## src/rtl/pipe_stage_buf.sv

```systemverilog
// pipe_stage_buf: generic pipeline stage register with a 2-entry skid buffer and synchronous flush.
// Latency: 1 cycle in_data -> out_data when empty; sustains 1 item/cycle.
// Backpressure: in_ready = !skid_valid (registered); it drops only when both entries are held.
// Optional feature macro: PIPE_STAGE_STAT_EN adds the stall_cnt / flush_cnt statistics outputs.
module pipe_stage_buf #(
  parameter int unsigned DATA_W       = 64,
  parameter bit          CLR_ON_FLUSH = 1'b1
) (
  input  logic              clk,
  input  logic              rstn,
  input  logic              flush,
  input  logic              in_valid,
  output logic              in_ready,
  input  logic [DATA_W-1:0] in_data,
  output logic              out_valid,
  input  logic              out_ready,
  output logic [DATA_W-1:0] out_data,
  output logic [1:0]        occupancy
`ifdef PIPE_STAGE_STAT_EN
  ,
  output logic [31:0]       stall_cnt,
  output logic [15:0]       flush_cnt
`endif
);

  // Main entry drives the outputs; skid entry catches the item accepted while main is stalled.
  logic              m_v, s_v;
  logic [DATA_W-1:0] m_d, s_d;
  logic [1:0]        occ_q;

  logic              m_v_nxt, s_v_nxt;
  logic [DATA_W-1:0] m_d_nxt, s_d_nxt;

  logic acc;
  logic pop;

  // in_ready comes straight from the skid flop, so no stall path crosses the stage.
  assign in_ready  = ~s_v;
  assign out_valid = m_v;
  assign out_data  = m_d;
  assign occupancy = occ_q;

  assign acc = in_valid & in_ready;
  assign pop = m_v & out_ready;

  // Next-state selection: flush beats everything, then refill main from skid, then
  // load main directly, otherwise park the new item in skid while main holds.
  always_comb begin
    m_v_nxt = m_v;
    s_v_nxt = s_v;
    m_d_nxt = m_d;
    s_d_nxt = s_d;
    if (flush) begin
      // Same-cycle acceptance is dropped; a same-cycle pop was already taken downstream.
      m_v_nxt = 1'b0;
      s_v_nxt = 1'b0;
      if (CLR_ON_FLUSH) begin
        m_d_nxt = '0;
        s_d_nxt = '0;
      end
    end else if (pop && s_v) begin
      // in_ready is low whenever skid is full, so nothing can be accepted here.
      m_v_nxt = 1'b1;
      m_d_nxt = s_d;
      s_v_nxt = 1'b0;
    end else if ((pop || !m_v) && !s_v) begin
      // Main is free (or being freed): new item goes straight to the output register.
      // Payload only moves on acceptance so out_data stays quiet when idle.
      m_v_nxt = acc;
      if (acc) begin
        m_d_nxt = in_data;
      end
    end else if (acc) begin
      // Main is stalled with a valid item: buffer the new one behind it.
      s_v_nxt = 1'b1;
      s_d_nxt = in_data;
    end
  end

  // Entry state and occupancy registers.
  always_ff @(posedge clk or negedge rstn) begin
    if (!rstn) begin
      m_v   <= 1'b0;
      s_v   <= 1'b0;
      m_d   <= '0;
      s_d   <= '0;
      occ_q <= 2'd0;
    end else begin
      m_v   <= m_v_nxt;
      s_v   <= s_v_nxt;
      m_d   <= m_d_nxt;
      s_d   <= s_d_nxt;
      occ_q <= {1'b0, m_v_nxt} + {1'b0, s_v_nxt};
    end
  end

`ifdef PIPE_STAGE_STAT_EN
  // Stall counter: cycles where the output holds a valid item that downstream refuses.
  always_ff @(posedge clk or negedge rstn) begin
    if (!rstn) begin
      stall_cnt <= '0;
    end else if (m_v && !out_ready && (stall_cnt != '1)) begin
      stall_cnt <= stall_cnt + 32'd1;
    end
  end

  // Flush counter: flushes that actually discarded held entries.
  always_ff @(posedge clk or negedge rstn) begin
    if (!rstn) begin
      flush_cnt <= '0;
    end else if (flush && (occ_q != 2'd0) && (flush_cnt != '1)) begin
      flush_cnt <= flush_cnt + 16'd1;
    end
  end
`endif

endmodule

```

## config.mk

```make
export PLATFORM = sky130hd
export DESIGN_NAME = pipe_stage_buf
export DESIGN_NICKNAME = d
export VERILOG_FILES = /design/src/rtl/pipe_stage_buf.sv
export SDC_FILE = /design/constraint.sdc
export NUM_CORES = 1
export LEC_CHECK = 0
export CAP_MARGIN = 5
export CORE_ASPECT_RATIO = 2
export CORE_MARGIN = 5
export CORE_UTILIZATION = 50
export DETAILED_ROUTE_END_ITERATION = 10
export MAX_ROUTING_LAYER = met4
export PLACE_DENSITY = 0.81
export RECOVER_POWER = 100
export SLEW_MARGIN = 30
export SYNTH_ARGS = -nofsm -noshare
export SYNTH_HDL_FRONTEND = slang
export SYNTH_SLANG_ARGS = --single-unit
```

## constraint.sdc

```tcl
create_clock -name clk -period 2 [get_ports clk]
set_clock_uncertainty 0.05 [all_clocks]
set_input_delay 0.2 -clock clk [delete_from_list [all_inputs] [get_ports clk]]
set_output_delay 0.2 -clock clk [all_outputs]
set_load 0.02 [all_outputs]
```

==> Word level (Yosys, flattened, before mapping) <==
Index checks and enable logic that the tools add are counted.
{ "totals": {"regBits": 132, "wordCells": 35, "out_inout_bits": 68, "input_bits": 69} }
{ "classes": {"eq_ne": 2, "add_sub_neg": 1, "mux": 14, "reduce_logical": 10, "bitwise_logic": 3} }
{ "ops": {"columns": ["op", "n"], "rows": [
  ["$mux 64", 7],
  ["$mux 1", 7],
  ["$reduce_bool 3->1", 2],
  ["$ne 2x2->1 const B", 2],
  ["$reduce_and 3->1", 1],
  ["$add 1x1->2", 1],
  ["$and 1x1->1", 2],
  ["$logic_and 1x1->1", 2],
  ["$logic_not 1->1", 2],
  ["$reduce_and 2->1", 1],
  ["$reduce_bool 2->1", 1],
  ["$logic_or 1x1->1", 1],
  ["$not 1->1", 1]
]} }

==> Logic depth before layout (Yosys ltp) <==
Gate-level depths: netlist of run 1.
{ "depth": {"depth_word": 7, "ltp_mapped": 7, "mapped_depth_nobuf": 4} }

==> Worst setup path after synthesis of run 1 <==
OpenSTA, ideal clock, no wires.
{ "synth_timing": {"path_type": "reg-to-reg", "startpoint": "register m_v (netlist: out_valid)", "endpoint": "register m_d[0] (netlist: out_data[0])", "t_arrival_ps": 1368, "slack_ps": 433, "stages_incl_launch_ff": 7, "setup_time_ps": 150, "period_less_slack_ps": 1567, "cell_sequence": "dfrtp_1 > buf_2 > nor2b_1 > buf_4 > buf_2 > o32ai_1 > a211oi_2"} }
{ "synth_via": {"elab_chain_cells": 5, "elab_cells_between_ends": 10, "cone_classes": "mux (2); bitwise (1); reduce/logical (7)"} }
{ "synth_rtl": {"columns": ["item", "line_no", "text"], "rows": [
  ["start: declaration", "27", "logic m_v, s_v;"],
  ["start signal: assignment", "89", "m_v <= m_v_nxt;"],
  ["$and 1x1->1 / $logic_not 1->1 (equally long branches)", "44, 66", null],
  ["$logic_or 1x1->1", "66", "end else if ((pop || !m_v) && !s_v) begin"],
  ["$logic_and 1x1->1", "66", null],
  ["$reduce_bool 3->1 (no line)", null, null],
  ["$reduce_and 2->1 (no line)", null, null],
  ["end signal: assignment", "91", "m_d <= m_d_nxt;"],
  ["end: declaration", "28", "logic [DATA_W-1:0] m_d, s_d;"]
]} }
Several ways; a longest one is shown, not always the timed one.
A chain may end at the register's enable or synchronous reset.

==> Worst setup path after layout of run 1 <==
{ "layout_timing": {"startpoint": "register m_v (netlist: out_valid)", "endpoint": "output port out_valid"} }
{ "layout_lines": {"columns": ["item", "line_no", "text"], "rows": [
  ["end: declaration", "15", "output logic out_valid,"]
]} }
No word-level cell between the ends.

==> flow_metrics.tcl, run 1 <==
set metrics [dict create \
    critical_path.max_fanout 10 \
    clkSinkCount 132 \
    placement.cell_area_um2 7530 \
    worst_ep_arrival_time_ns 1.68 \
    powerDensity_nw_per_um2 861 \
    syn-cell-area_um2 6000 \
    cts_made_buffers 17 \
    max-vdd-ir-drop_v 0.000643 \
    initialDrtViolationCount 430 \
    clock_pin_slew_reported_for_the_worst_setup_and_hold_paths_after_clock_tree_synthesis_ns 0.05 \
    cp-endpoint "out_valid" \
    number_of_placement_rows 56 \
    ios 137 \
    cts_h_tree_depth 4 \
    clockRootBuffer "sky130_fd_sc_hd__clkbuf_16" \
    r2r-start "out_valid" \
    fp.coreArea_um2 11800 \
    gr-total-overflow 0 \
    post_drt_via_cell_ratio 6.05 \
    run_status "completed" \
    finalWorstSetupSlack_ns 0.0702 \
    post_cts_buffers 0 \
    overall_track_demand_over_capacity_in_global_routing_pct 25.1 \
    worst_path_largest_cell_delay_ns 0.71 \
    critical-path-top-delay-family "buffers and inverters" \
    syn_inst 610 \
    grt_pass1_vias 5539 \
    die_area_um2 14400 \
    synthesis.yosys.warnings 0 \
    finalNetCount 796 \
    path_depth 1 \
    worstReg2RegEnd "out_data[12]" \
    syn-num-nets 680 \
    detail_route.drc_violations 0 \
    finalWirelength_mm 17.1 \
    critPathBufInv 1 \
    worst_pin_slew_ns 1.19 \
    grt_start_max_net_pins 84 \
    dp_slack_ns 0.00692 \
    post_dr_wirelength_cell_um 19.4 \
    postRouteAntennaNets 0 \
    dp.final_hpwl_mm 11.3 \
    post_synth.cell_area_avg_um2 9.83 \
    tns_ns 0 \
    crit_path_end_kind "primary output" \
    cellLeakagePower_nw 3.45 \
    die_h_um 165 \
    timing.reg2reg.setup_slack_ns 0.17 \
    setup_violations 0 \
    min_path_type "in -> reg" \
    grt_antenna_before_repair 0 \
    count_of_distinct_cell_types_in_the_synthesized_netlist 24 \
    number_of_inserted_diodes 0 \
    insertion_delay_ns 0.41 \
    total_chip_power_w 0.00695 \
    area_growth_pct 34.5 \
    ctsLongestPathBuffers 2 \
    rsz0062_at_grt "false" \
    cp_data_required_time_ns 1.75 \
    slew_violations 0 \
    detailedRoute.firstPassIterationCount 5 \
    initial_core_util_pct 50.9 \
    grt_pass1_wl_mm 27.5 \
    ys_seq_area_share_pct 55.1 \
    final_layout_size_suffix_gt1_share_pct 11.8 \
    final_hold_viol_count 0 \
    layout.cells.most_common_list "sky130_fd_sc_hd__dfrtp_1 (132), sky130_fd_sc_hd__nand2_1 (128), sky130_fd_sc_hd__clkdlybuf4s50_1 (68), sky130_fd_sc_hd__dlygate4sd3_1 (67), sky130_fd_sc_hd__a21oi_1 (66)" \
    remaining_max_slew_budget_at_the_tightest_pin_pct 20.6 \
    period_minus_slack_ns 1.93 \
    ys_ff_latch 132 \
    port-buffer-count 136 \
    crit_slowest_cell "sky130_fd_sc_hd__clkdlybuf4s50_1" \
    via_count 5333 \
    total_non_filler_cell_area_in_the_finished_layout_um2 8070 \
    beginning_of_the_critical_path "out_valid" \
    final-instance-count-excl-fill 882 \
    worstRegToRegCells 4 \
    tritoncts_clock_tree "yes" \
    dp_cells 851 \
    place_congestion 0.823 \
    finalCritPeriodShare_pct 96.5 \
    maxCapViolCount 0 \
    crit_path_cell_trace "clkdlybuf4s50_1" \
    die_w_um 87.4 \
    startpoint_type "flip-flop" \
    criticalPathCategory "reg -> out" \
    achievable-frequency_ghz 0.518 \
    layout_commonest_cell "sky130_fd_sc_hd__dfrtp_1" \
]
## how the worst min path moves through the flow
stage / from / end / slack (ns) / depth (start not counted)
2_1_floorplan: rstn / occupancy[0] / -0.15 / 0
3_3_place_gp: rstn / out_data[29] / 0.1 / 1
3_5_place_dp: rstn / out_data[32] / 0.10 / 1
4_1_cts: flush / s_d[39] / 0.24 / 2
5_1_grt: flush / s_d[34] / 0.27 / 2
6_report: flush / s_d[35] / 0.25 / 2
## registers in the layout (all words and copies together), names as in the netlist
register   cells
occupancy      2
s_d           64
s_v            1
out_valid      1
out_data      64
## where the power goes
part / leakage, nW / switching (W) / internal, W / total [W]
combinational: 1.40 / 0.000637 / 0.000480 / 0.00112
sequential: 1.78 / 0.0000868 / 0.00282 / 0.00291
clock: 0.262 / 0.00110 / 0.00182 / 0.00292
## cells in the mapped netlist, drive strengths merged
cell type  instances  area, um^2
nand4bb            1        11.3
nand2b             2        12.5
a211oi            48         510
and2               1        6.26
a21oi             66         330
nor2              17        63.8
nand2            128         480
nor2b              2        12.5
o21ai             19        95.1
ha                 1        12.5
nand3             18        95.1
dfrtp            132        3300
clkbuf            20        75.1
inv               49         184
nor4bb             1        10.0
a311oi            17         149
o32ai             47         412
buf               41         233
## repair_timing
item / CTS / global route
hold endpoints to repair: 39 / 0
endpoints found under the setup margin: 0 / 0
resized for setup: 0 / 0
hold buffers: 1 / 0
## per-layer routing
metal / vias to the layer above / global-route usage, % / wire [um]
met3: 53 / 4.14 / 987
met4: 0 / 11.7 / 557
li1: 2381 / - / -
met2: 257 / 42.8 / 9260
met5: - / - / 0
met1: 2642 / 28.2 / 6280
## kinds of logic (layout without fill, tap and decap cells)
| family | after synthesis | in the layout | share of synthesized area, % |
|---|---|---|---|
| buffers and inverters | 110 | 237 | 8.20 |
| adder cells (fa/ha/maj) | 1 | 1 | 0.209 |
| flip-flops | 132 | 132 | 55.1 |
| AND/OR/NAND/NOR | 170 | 170 | 11.5 |
| AO/OA/AOI/OAI | 197 | 197 | 25.0 |
## per-stage QoR
stage / hold WS, ns / util [%]
finish: 0.246 / 68.5
global route: 0.266 / 68.5
CTS: 0.235 / 68.8
detailed placement: 0.105 / 64.0
global placement: 0.0976 / 64.0
floorplan: -0.146 / -
## layout make-up
type	instances	area, um^2
inverter	49	184
multi-input combinational	368	2240
fill	866	3700
timing repair buffer	158	1600
clock inverter	8	77.6
sequential	132	3300
tap	145	181
clock buffer	22	484
Note: power is estimated with default switching activity, not from simulation.
==> inputs of run 2 (changes only) <==
Settings changed: CORE_UTILIZATION 50 to 52, CTS_BUF_LIST from default to sky130_fd_sc_hd__clkbuf_2 sky130_fd_sc_hd__clkbuf_4 sky130_fd_sc_hd__clkbuf_8, PLACE_DENSITY 0.81 to 0.83.
==> run 2 against run 1 <==
Combinational power is essentially flat; via count down 0.96%; clock power decreased by 30%; register-to-register slack better by 0.02 ns; design area down 1.8%; setup slack gained 0.055 ns; non-clock buffer count increased by 3; core utilization rose by 1.7 points; highest routed layer unchanged.
==> flow_metrics.tcl, run 2 (synthesis results as in run 1) <==
set metrics [dict create \
    run_status "completed" \
    port-buffer-count 136 \
    seqCellArea_um2 3300 \
    clock_pin_slew_reported_for_the_worst_setup_and_hold_paths_after_clock_tree_synthesis_ns 0.07 \
    finalWirelength_mm 16.5 \
    remaining_max_slew_budget_at_the_tightest_pin_pct 41.0 \
    area_growth_pct 32.1 \
    gr-usage-met1_pct 28.3 \
    final_util_pct 70.2 \
    dp.final_hpwl_mm 11.3 \
    detail_route.drc_violations 0 \
    initialDrtViolationCount 407 \
    maxCapViolCount 0 \
    post_dr_wirelength_cell_um 18.7 \
    cts_made_buffers 17 \
    clockRootBuffer "sky130_fd_sc_hd__clkbuf_8" \
    tritoncts_clock_tree "yes" \
    number_of_placement_rows 55 \
    critical_path.max_fanout 9 \
    cts_h_tree_depth 4 \
    final_layout_size_suffix_gt1_share_pct 12.9 \
    total_area_of_multi_input_combinational_cells_um2 2260 \
    met3_usage_pct 3.71 \
    worstHoldPathCells 2 \
    achievable-frequency_ghz 0.533 \
    die_h_um 162 \
    cp_data_required_time_ns 1.75 \
    period_minus_slack_ns 1.87 \
    post_cts_buffers 0 \
    slew_violations 0 \
    via_count 5282 \
    die_w_um 85.9 \
    post_drt_via_cell_ratio 5.98 \
    fp.coreArea_um2 11300 \
    worst_ep_arrival_time_ns 1.62 \
    insertion_delay_ns 0.43 \
    powerDensity_nw_per_um2 765 \
    finalNetCount 799 \
    cellLeakagePower_nw 3.40 \
    total_non_filler_cell_area_in_the_finished_layout_um2 7920 \
    final_hold_viol_count 0 \
    beginning_of_the_critical_path "s_v" \
    min_path_type "in -> reg" \
    gr-total-overflow 0 \
    crit_path_end_kind "primary output" \
    worstRegToRegCells 4 \
    overall_track_demand_over_capacity_in_global_routing_pct 25.0 \
    ctsLongestPathBuffers 2 \
    grt_pass1_wl_mm 26.7 \
    dp_slack_ns 0.0532 \
    postRouteAntennaNets 0 \
    r2r-start "s_v" \
    grt_antenna_before_repair 0 \
    placement.cell_area_um2 7580 \
    hold_path_startpoint "flush" \
    worst_pin_slew_ns 0.885 \
    setup_violations 0 \
    globalRoute.busiestLayer "met2" \
    timing.hold.ws_ns 0.258 \
    finalWorstSetupSlack_ns 0.125 \
    detailedRoute.firstPassIterationCount 5 \
    max-vdd-ir-drop_v 0.000498 \
    grt_start_max_net_pins 57 \
    n_fill_cell 839 \
    criticalPathCategory "reg -> out" \
    startpoint_type "flip-flop" \
    tns_ns 0 \
    finalCritPeriodShare_pct 93.7 \
    clkSinkCount 132 \
    rsz0062_at_grt "false" \
    groute.layer.met2.usage_pct 41.5 \
    initial_core_util_pct 53.1 \
    ios 137 \
    layout_commonest_cell "sky130_fd_sc_hd__dfrtp_1" \
    layout.cells.most_common_list "sky130_fd_sc_hd__dfrtp_1 (131), sky130_fd_sc_hd__nand2_1 (128), sky130_fd_sc_hd__dlygate4sd3_1 (68), sky130_fd_sc_hd__clkdlybuf4s50_1 (67), sky130_fd_sc_hd__a21oi_1 (66)" \
    grt_pass1_vias 5339 \
    number_of_inserted_diodes 0 \
    place_congestion 0.861 \
    die_area_um2 13900 \
]
-- run 2: routing by layer --
metal | wire length (um) | share of wire [%] | up-vias
met3 | 976 | 5.9 | 48
li1 | - | - | 2389
met5 | 0 | 0 | -
met1 | 5860 | 36 | 2589
met4 | 711 | 4.3 | 0
met2 | 8940 | 54 | 256
-- run 2: final timing paths --
path,endpoint,slack [ns]
max in group asynchronous,out_data[50],0.34
setup / recovery,in_ready,0.13
hold / removal,s_d[25],0.26
min in group asynchronous,out_data[27],0.38
setup reg to reg,out_data[1],0.19
hold reg to reg,out_data[36],0.47
-- run 2: final cells by class --
| cell class | count | area share [%] |
|---|---|---|
| multi-input combinational | 368 | 28.5 |
| timing repair buffer | 161 | 20.6 |
| sequential | 132 | 41.7 |
| clock buffer | 19 | 3.22 |
| tap | 142 | 2.24 |
| inverter | 49 | 2.32 |
| clock inverter | 13 | 1.41 |
-- run 2: per-stage QoR --
stage	std cells	power, W
final	884	0.00606
after global routing	884	0.00633
after CTS	884	0.00618
after detailed placement	851	0.00413
after global placement	851	0.00409
after floorplan	610	0.00352
-- run 2: power by group --
group / internal (W) / total, W / switching (W)
registers: 0.00281 / 0.00290 / 0.0000864
clock network: 0.00102 / 0.00205 / 0.00103
logic: 0.000486 / 0.00111 / 0.000629
total: 0.00432 / 0.00606 / 0.00174
-- run 2: timing repair --
item                                    4_1_cts  5_1_grt
resized for setup                             0        1
endpoints found under the hold margin        33        0
endpoints found under the setup margin        0        1
hold buffers                                  1        0
-- run 2: worst max-delay path, stage by stage, from the launching register on --
cell and delay (ns):
sky130_fd_sc_hd__dfrtp_1 0.51, sky130_fd_sc_hd__inv_1 0.09, sky130_fd_sc_hd__clkdlybuf4s50_1 0.60
==> inputs of run 3 (changes only) <==
Settings changed: MAX_ROUTING_LAYER met4 to default.
==> run 3 against run 2 <==
Setup slack got worse by 0.00065 ns; maximum frequency barely moved; flip-flop and latch count did not move; clock power barely moved; global-route usage fell by 0.69 points; non-clock buffer count did not move; sequential share of layout area did not move; first-iteration DRC count fell by 9.8%; wire length barely moved; critical path type unchanged; critical endpoint unchanged; largest cell class unchanged; largest power group unchanged; highest routed layer unchanged.
==> flow_metrics.tcl, run 3 (synthesis results as in run 1) <==
set metrics [dict create \
    powerDensity_nw_per_um2 766 \
    cts_h_tree_depth 4 \
    grt_antenna_before_repair 0 \
    clkSinkCount 132 \
    min_path_type "in -> reg" \
    final_layout_size_suffix_gt1_share_pct 12.9 \
    hold_path_startpoint "flush" \
    clockRootBuffer "sky130_fd_sc_hd__clkbuf_8" \
    post_dr_wirelength_cell_um 18.6 \
    cellLeakagePower_nw 3.40 \
    layout_commonest_cell "sky130_fd_sc_hd__dfrtp_1" \
    cts_made_buffers 17 \
    final_hold_viol_count 0 \
    timing.reg2reg.setup_slack_ns 0.19 \
    layout.cells.most_common_list "sky130_fd_sc_hd__dfrtp_1 (131), sky130_fd_sc_hd__nand2_1 (128), sky130_fd_sc_hd__dlygate4sd3_1 (68), sky130_fd_sc_hd__clkdlybuf4s50_1 (67), sky130_fd_sc_hd__a21oi_1 (66)" \
    max-vdd-ir-drop_v 0.000498 \
    overall_track_demand_over_capacity_in_global_routing_pct 24.3 \
    r2r-start "s_v" \
    finalWirelength_mm 16.5 \
    number_of_inserted_diodes 0 \
    critical_path.max_fanout 9 \
    insertion_delay_ns 0.42 \
    total_chip_power_w 0.00607 \
    tns_ns 0 \
    achievable-frequency_ghz 0.533 \
    die_w_um 85.9 \
    crit_path_end_kind "primary output" \
    maxCapViolCount 0 \
    grt_pass1_vias 5336 \
    cp_data_required_time_ns 1.75 \
    grt_pass1_wl_mm 26.7 \
    startpoint_type "flip-flop" \
    fp.coreArea_um2 11300 \
    via_count 5283 \
    grt_start_max_net_pins 57 \
    n_fill_cell 839 \
    worstHoldPathCells 2 \
    period_minus_slack_ns 1.88 \
    area_growth_pct 32.1 \
    port-buffer-count 136 \
    die_h_um 162 \
    criticalPathCategory "reg -> out" \
    ctsLongestPathBuffers 2 \
    ios 137 \
    setup_violations 0 \
    initial_core_util_pct 53.1 \
    worstReg2RegEnd "occupancy[0]" \
    worst_ep_arrival_time_ns 1.63 \
    dp.final_hpwl_mm 11.3 \
    worst_pin_slew_ns 0.889 \
    gr-total-overflow 0 \
    final-instance-count-excl-fill 884 \
    slew_violations 0 \
    detail_route.drc_violations 0 \
    worstHoldEndpoint "s_d[25]" \
    dp_cells 851 \
    detailedRoute.firstPassIterationCount 7 \
    run_status "completed" \
    clock_pin_slew_reported_for_the_worst_setup_and_hold_paths_after_clock_tree_synthesis_ns 0.07 \
    worstRegToRegCells 4 \
    postRouteAntennaNets 0 \
    number_of_placement_rows 55 \
    finalNetCount 799 \
    die_area_um2 13900 \
    rsz0062_at_grt "false" \
    initialDrtViolationCount 367 \
    tritoncts_clock_tree "yes" \
    post_drt_via_cell_ratio 5.98 \
    remaining_max_slew_budget_at_the_tightest_pin_pct 40.7 \
    place_congestion 0.848 \
    finalCritPeriodShare_pct 93.8 \
]
run 3: per-stage QoR:
stage | utilization (%) | cell area (um^2) | hold WS [ns] | setup slack, ns
2_1_floorplan | - | 6000 | -0.146 | 0.433
4_1_cts | 70.5 | 7960 | 0.221 | 0.0536
3_3_place_gp | 67.2 | 7580 | 0.131 | 0.162
3_5_place_dp | 67.2 | 7580 | 0.141 | 0.0532
5_1_grt | 70.2 | 7920 | 0.254 | 0.0152
6_report | 70.2 | 7920 | 0.265 | 0.124
run 3: how the worst max path moves through the flow:
stage,from,endpoint,slack [ns],cells past startpoint
2_1_floorplan,out_valid,out_data[0],0.43,6
3_3_place_gp,out_ready,occupancy[0],0.16,6
3_5_place_dp,out_ready,occupancy[0],0.05,6
4_1_cts,out_valid,out_valid,0.05,1
5_1_grt,s_v,in_ready,0.02,2
6_report,s_v,in_ready,0.12,2
run 3: area by class of cell:
type / count / area [um^2] / area share (%)
flip-flops and latches: 132 / 3300 / 41.7
well taps: 142 / 178 / 2.24
clock inverters: 13 / 111 / 1.41
inverters: 49 / 184 / 2.32
multi-input cells: 368 / 2260 / 28.5
repair buffers: 161 / 1630 / 20.6
clock buffers: 19 / 255 / 3.22
run 3: power breakdown:
group          total (W)  internal [W]  switching [W]
Combinational    0.00112      0.000486       0.000629
Sequential       0.00290       0.00281      0.0000864
Clock            0.00205       0.00102        0.00103
Total            0.00607       0.00432        0.00175
run 3: worst max-delay path: stages (launching register included):
cell and delay, ns:
sky130_fd_sc_hd__dfrtp_1 0.51, sky130_fd_sc_hd__inv_1 0.09, sky130_fd_sc_hd__clkdlybuf4s50_1 0.60
run 3: repair_timing:
| action | in CTS | in global routing |
|---|---|---|
| endpoints found under the hold margin | 33 | 0 |
| resized for setup | 0 | 1 |
| setup endpoints to repair | 0 | 1 |
| buffers inserted | 0 | 0 |
| hold buffers | 1 | 0 |
run 3: metal layers:
| layer | part of all wire, % | global-route usage (%) | up-vias |
|---|---|---|---|
| met2 | 54 | 41.5 | 255 |
| met5 | 0 | 0 | - |
| met3 | 5.9 | 3.96 | 48 |
| met1 | 36 | 28.2 | 2590 |
| li1 | - | - | 2390 |
| met4 | 4.5 | 14.1 | 0 |
